**config.mk**
```make
export PLATFORM = sky130hd
export DESIGN_NAME = scan_test_ctrl
export DESIGN_NICKNAME = d
export VERILOG_FILES = /design/src/rtl/scan_ctrl_pkg.sv /design/src/rtl/scan_misr.sv /design/src/rtl/scan_test_ctrl.sv
export SDC_FILE = /design/constraint.sdc
export NUM_CORES = 1
export LEC_CHECK = 0
export BUFFER_PORTS_ARGS = -buffer_cell sky130_fd_sc_hd__buf_2
export CAP_MARGIN = 20
export CORE_MARGIN = 2
export CORE_UTILIZATION = 49
export CTS_CLUSTER_SIZE = 12
export DETAILED_ROUTE_END_ITERATION = 7
export PLACE_DENSITY = 0.84
export SYNTH_ARGS = -nofsm -noshare
export SYNTH_HDL_FRONTEND = slang
export SYNTH_HIERARCHICAL = 1
export SYNTH_SLANG_ARGS = --single-unit
export TNS_END_PERCENT = 50
```
**constraint.sdc**
```tcl
create_clock -name clk -period 1.8 [get_ports clk]
set_input_delay 0.54 -clock clk [delete_from_list [all_inputs] [get_ports clk]]
set_output_delay 0.54 -clock clk [all_outputs]
set_load 0.005 [all_outputs]
```
**src/rtl/scan_ctrl_pkg.sv**
```systemverilog
// Shared types and constants for the scan test controller.
// The optional MISR signature is enabled with the SCAN_MISR_EN macro.
package scan_ctrl_pkg;

    localparam int unsigned CHAIN_LEN_DEFAULT = 64;
    localparam logic [31:0] MISR_POLY         = 32'h0040_0007;

    typedef enum logic [1:0] {
        IDLE,
        SHIFT,
        CAPTURE,
        UNLOAD
    } state_t;

    // One step of x^32+x^22+x^2+x+1, shifting towards the MSB.
    function automatic logic [31:0] lfsr_step(input logic [31:0] s);
        return {s[30:0], 1'b0} ^ (s[31] ? MISR_POLY : 32'h0);
    endfunction

endpackage

```
**src/rtl/scan_misr.sv**
```systemverilog
// 32-bit MISR compacting each accepted response word (built only with SCAN_MISR_EN).
module scan_misr
    import scan_ctrl_pkg::*;
#(
    parameter int unsigned WIDTH = CHAIN_LEN_DEFAULT
) (
    input  logic             clk,
    input  logic             rst_n,
    input  logic             clear,
    input  logic             update,
    input  logic [WIDTH-1:0] data,
    output logic [31:0]      signature
);

    localparam int unsigned SLICES = (WIDTH + 31) / 32;

    logic [SLICES*32-1:0] padded;
    logic [31:0]          folded;

    // Fold the response into 32 bits; the top slice is zero-padded.
    always_comb begin
        padded             = '0;
        padded[WIDTH-1:0]  = data;
        folded             = '0;
        for (int unsigned k = 0; k < SLICES; k++) begin
            folded = folded ^ padded[k*32 +: 32];
        end
    end

    always_ff @(posedge clk or negedge rst_n) begin
        if (!rst_n) begin
            signature <= '0;
        end else if (clear) begin
            signature <= '0;
        end else if (update) begin
            signature <= lfsr_step(signature) ^ folded;
        end
    end

endmodule

```
**src/rtl/scan_test_ctrl.sv**
```systemverilog
// Scan chain test controller: shift/capture/unload sequencing with response handshake.
// Define SCAN_MISR_EN to build the response signature MISR.
module scan_test_ctrl
    import scan_ctrl_pkg::*;
#(
    parameter int unsigned CHAIN_LEN = CHAIN_LEN_DEFAULT
) (
    input  logic                 clk,
    input  logic                 rst_n,
    input  logic                 vec_valid,
    output logic                 vec_ready,
    input  logic [CHAIN_LEN-1:0] vec_data,
    input  logic                 flush,
    output logic                 scan_en,
    output logic                 scan_in,
    input  logic                 scan_out,
    output logic                 capture,
    output logic                 resp_valid,
    input  logic                 resp_ready,
    output logic [CHAIN_LEN-1:0] resp_data,
    output logic                 busy,
    input  logic                 sig_clear,
    output logic [31:0]          signature
);

    localparam int unsigned CW = $clog2(CHAIN_LEN + 1);

    state_t               state, state_nxt;
    logic [CW-1:0]        cnt;
    logic [CHAIN_LEN-1:0] vec_sh;
    logic [CHAIN_LEN-2:0] resp_sh;
    logic [CHAIN_LEN-1:0] resp_nxt;
    logic                 pending;
    logic                 keep_resp;
    logic                 shifting;
    logic                 last_shift;
    logic                 accept;
    logic                 start_unload;

    assign shifting     = (state == SHIFT) || (state == UNLOAD);
    assign last_shift   = (cnt == CW'(CHAIN_LEN - 1));
    assign accept       = vec_valid && vec_ready;
    assign start_unload = (state == IDLE) && !resp_valid && pending && flush && !accept;
    assign resp_nxt     = {scan_out, resp_sh};

    always_ff @(posedge clk or negedge rst_n) begin
        if (!rst_n) begin
            state <= IDLE;
        end else begin
            state <= state_nxt;
        end
    end

    always_comb begin
        state_nxt = state;
        case (state)
            IDLE: begin
                if (accept) begin
                    state_nxt = SHIFT;
                end else if (start_unload) begin
                    state_nxt = UNLOAD;
                end
            end
            SHIFT:   if (last_shift) state_nxt = CAPTURE;
            CAPTURE: state_nxt = IDLE;
            UNLOAD:  if (last_shift) state_nxt = IDLE;
            default: state_nxt = IDLE;
        endcase
    end

    always_comb begin
        vec_ready = (state == IDLE) && !resp_valid;
        scan_en   = shifting;
        scan_in   = (state == SHIFT) ? vec_sh[0] : 1'b0;
        capture   = (state == CAPTURE);
        busy      = (state != IDLE);
    end

    // keep_resp remembers whether the chain held a captured response when this shift began.
    always_ff @(posedge clk or negedge rst_n) begin
        if (!rst_n) begin
            cnt        <= '0;
            vec_sh     <= '0;
            resp_sh    <= '0;
            pending    <= 1'b0;
            keep_resp  <= 1'b0;
            resp_valid <= 1'b0;
            resp_data  <= '0;
        end else begin
            if (shifting) begin
                cnt     <= last_shift ? '0 : cnt + CW'(1);
                resp_sh <= resp_nxt[CHAIN_LEN-1:1];
            end

            if (accept) begin
                vec_sh    <= vec_data;
                keep_resp <= pending;
            end else if (state == SHIFT) begin
                vec_sh <= vec_sh >> 1;
            end

            if (state == CAPTURE) begin
                pending <= 1'b1;
            end else if ((state == UNLOAD) && last_shift) begin
                pending <= 1'b0;
            end

            if (shifting && last_shift && ((state == UNLOAD) || keep_resp)) begin
                resp_valid <= 1'b1;
                resp_data  <= resp_nxt;
            end else if (resp_valid && resp_ready) begin
                resp_valid <= 1'b0;
            end
        end
    end

`ifdef SCAN_MISR_EN
    scan_misr #(
        .WIDTH (CHAIN_LEN)
    ) u_misr (
        .clk       (clk),
        .rst_n     (rst_n),
        .clear     (sig_clear),
        .update    (resp_valid && resp_ready),
        .data      (resp_data),
        .signature (signature)
    );
`else
    logic unused_sig_clear;
    assign unused_sig_clear = sig_clear;
    assign signature        = '0;
`endif

endmodule

```
==> results by group <==
STA
  • Final Cycle Share: 114%
  • Endpoints failing setup: 68
  • Final Hold Viols: 0
  • Setup repair after global routing missed its margin: yes
  • Max Transition Viols Final: 0
  • Clock Skews: 17.9 ps
  • Maximum clock frequency: 489 MHz
  • Shortest clock period the worst path allows after layout: 2050 ps
  • Worst-case setup margin in the final layout: -246 ps

Global routing
  • Antenna violations before repair: 0
  • First-pass GRT wire length: 27.4 mm
  • Via count of the first global-routing pass: 5389
  • Overall fraction of global-route tracks in use: 18.6%
  • Final global-route overflow total: 0
  • Pin count of the biggest net entering global routing: 49

Worst setup path
  • CP endpoint kind: output pin
  • Maximum net fanout on the critical path: 5
  • Category of the critical setup timing path: register to output pin
  • Number of cells on the worst reg-to-reg path: 7
  • Startpoint Class: register
  • Required arrival time at the worst endpoint: 1260 ps
  • Critical path arrival: 1510 ps

Detailed routing
  • Per-cell via count in the routed design: 5.03
  • Mean routed wirelength per cell: 17.1 microns
  • DR iter-0 viols: 187
  • Number of design rule violations left after detail routing: 0
  • Vias after detailed routing: 5314
  • Total routed wirelength: 18.1 mm
  • Total iterations of the first detailed-routing run: 4
  • Antenna Violating Nets Remaining: 0

Final layout
  • Top library cells by usage in the layout, fill and taps aside: dfrtp_1, buf_2, mux2_2
  • Leading cell type in the layout, fill and taps excluded: dfrtp_1
  • Area growth from synthesis to layout: 28.8%
  • Non-Filler Cell Area, Final: 10900 sq um
  • Util after Layout: 64.0%
  • Net total in the final layout: 891
  • Count of filler cells inserted in the layout: 1262
  • Fraction of layout instances using a drive strength above 1: 43.5%
  • Antenna Diode Count: 0

Placement
  • HPWL after detailed placement: 10.6 mm
  • Final weighted congestion in routability-driven placement: 0.796
  • Buffers on Ports: 139
  • Cell Area, Placed: 9530 sq um

Floorplanning
  • Number of placed I/O pins: 173
  • Die width: 136 microns
  • Std-Cell Rows: 48
  • Core area: 17100 sq um
  • Initial Utilization: 49.6%
  • Die area: 18400 sq um
  • Die H: 136 microns

Clocking
  • Clock buffer count from CTS: 22
  • Maximum count of clock buffers along a single path: 3
  • Register clock-pin slew on the reported worst setup and hold paths: 60 ps
  • Master cell of the clock root buffer: clkbuf_16
  • Clock network latency to the later pin of the worst-skew pair: 500 ps
  • H-tree levels: 1
  • Number of sinks driven by the clock tree: 203
  • Clock tree from TritonCTS: built

Hold path
  • Number of cells on the worst hold path: 3
  • Hold crit path type: primary input to register

Run status
  • Violated checks: negative setup slack
  • Run status: finished with violations

Yosys
  • Post-synthesis cell area: 8500 sq um
  • Number of storage elements in the synthesis netlist: 203
  • Synthesized area per cell: 13.3 sq um
  • Distinct cell type count of the synthesized netlist: 36
  • Synthesized netlist cell count: 640
  • Count of yosys warnings during synthesis: 6
  • Number of synthesized flops with an enable pin: 0
  • Asr flop ratio synth: 100%
  • Main synth FF type: dfrtp_1
  • Sequential element share of the synthesized area: 59.8%

Pwr
  • Leakage component of the power: 5.23 nW
  • Maximum VDD drop: 0.749 mV
  • Power density over cell area: 857 nW/um^2

Job
  • Maxcap violations: 0
==> synthesized netlist by cell type, types with 2 or more instances <==
library cell	count	area share, %
dfrtp_1	203	60
mux2_2	80	11
nand2_1	70	3.1
o21ai_0	67	3.9
mux2i_1	62	7.3
mux2_1	49	6.5
buf_4	36	3.2
buf_2	18	1.1
clkbuf_1	8	0.35
inv_1	6	0.26
nor2_1	6	0.26
buf_8	5	0.88
nand2b_1	3	0.22
a21oi_1	2	0.12
buf_1	2	0.088
nand4_1	2	0.15
xnor2_1	2	0.21
==> cell families after synthesis <==
logic type	after synthesis	synth area share (%)
flip-flops	203	59.8
multiplexers	191	24.4
AND/OR/NAND/NOR	88	4.51
AO/OA/AOI/OAI	77	4.86
buffers and inverters	76	5.96
XOR/XNOR	3	0.309
adder cells (fa/ha/maj)	1	0.147
other	1	0.0441
==> per-layer routing <==
layer / part of all wire (%) / track usage (%)
met1: 43 / 24.4
met5: 0 / 0
met4: 1.6 / 4.80
met2: 49 / 31.4
met3: 6.3 / 4.53
==> path summary, 6_finish.rpt <==
kind,end,slack [ps],from
max,vec_ready,-250,state[0]
min,vec_sh[53],240,vec_data[53]
max reg2reg,resp_data[35],-90,state[0]
min reg2reg,resp_data[15],480,resp_data[15]
max in group asynchronous,state[0],700,rst_n
min in group asynchronous,resp_data[14],550,rst_n
==> worst max-delay path, cell delays in order, from the launching register on <==
cell and delay [ps]:
dfrtp_4 480, buf_8 140, nor2_4 110, inv_2 50, nor2_1 90, buf_2 140
==> flip-flops by register name, indices dropped and copies added, names as in the netlist <==
register and cells:
vec_sh 64, resp_valid 1, cnt 7, pending 1, resp_data 64, resp_sh 63, state 2, keep_resp 1
==> power breakdown <==
group	internal (mW)	switching, mW
clock	2.64	1.73
combinational	0.142	0.160
sequential	4.64	0.0574
==> repair_timing <==
action	CTS	global route
setup endpoints to repair	20	111
gates cloned	5	6
hold buffers	1	0
pin swaps	2	3
setup buffers	9	6
gates resized for setup	22	57
endpoints found under the hold margin	32	0
==> cell type report <==
cell class	instances	area (sq um)	share of cell area [%]
Inverter	6	27.5	0.251
Clock buffer	35	701	6.40
Timing Repair Buffer	194	1580	14.4
Multi-Input combinational cell	392	3260	29.8
Tap cell	225	282	2.57
Clock inverter	2	10.0	0.0914
Sequential cell	203	5080	46.4
==> per-stage QoR <==
stage               hold WS (ps)  setup WS (ps)  total power [mW]  instances  TNS [ps]
floorplan                    244           48.8              4.90        671         0
global placement             464           44.2              5.06        993         0
detailed placement           469          0.156              5.08        993         0
CTS                          229           -229              9.46       1045     -1090
global route                 237           -305              9.70       1057     -8870
finish                       241           -246              9.38       1057     -3320
No activity file was read; power rests on OpenSTA's default activity.
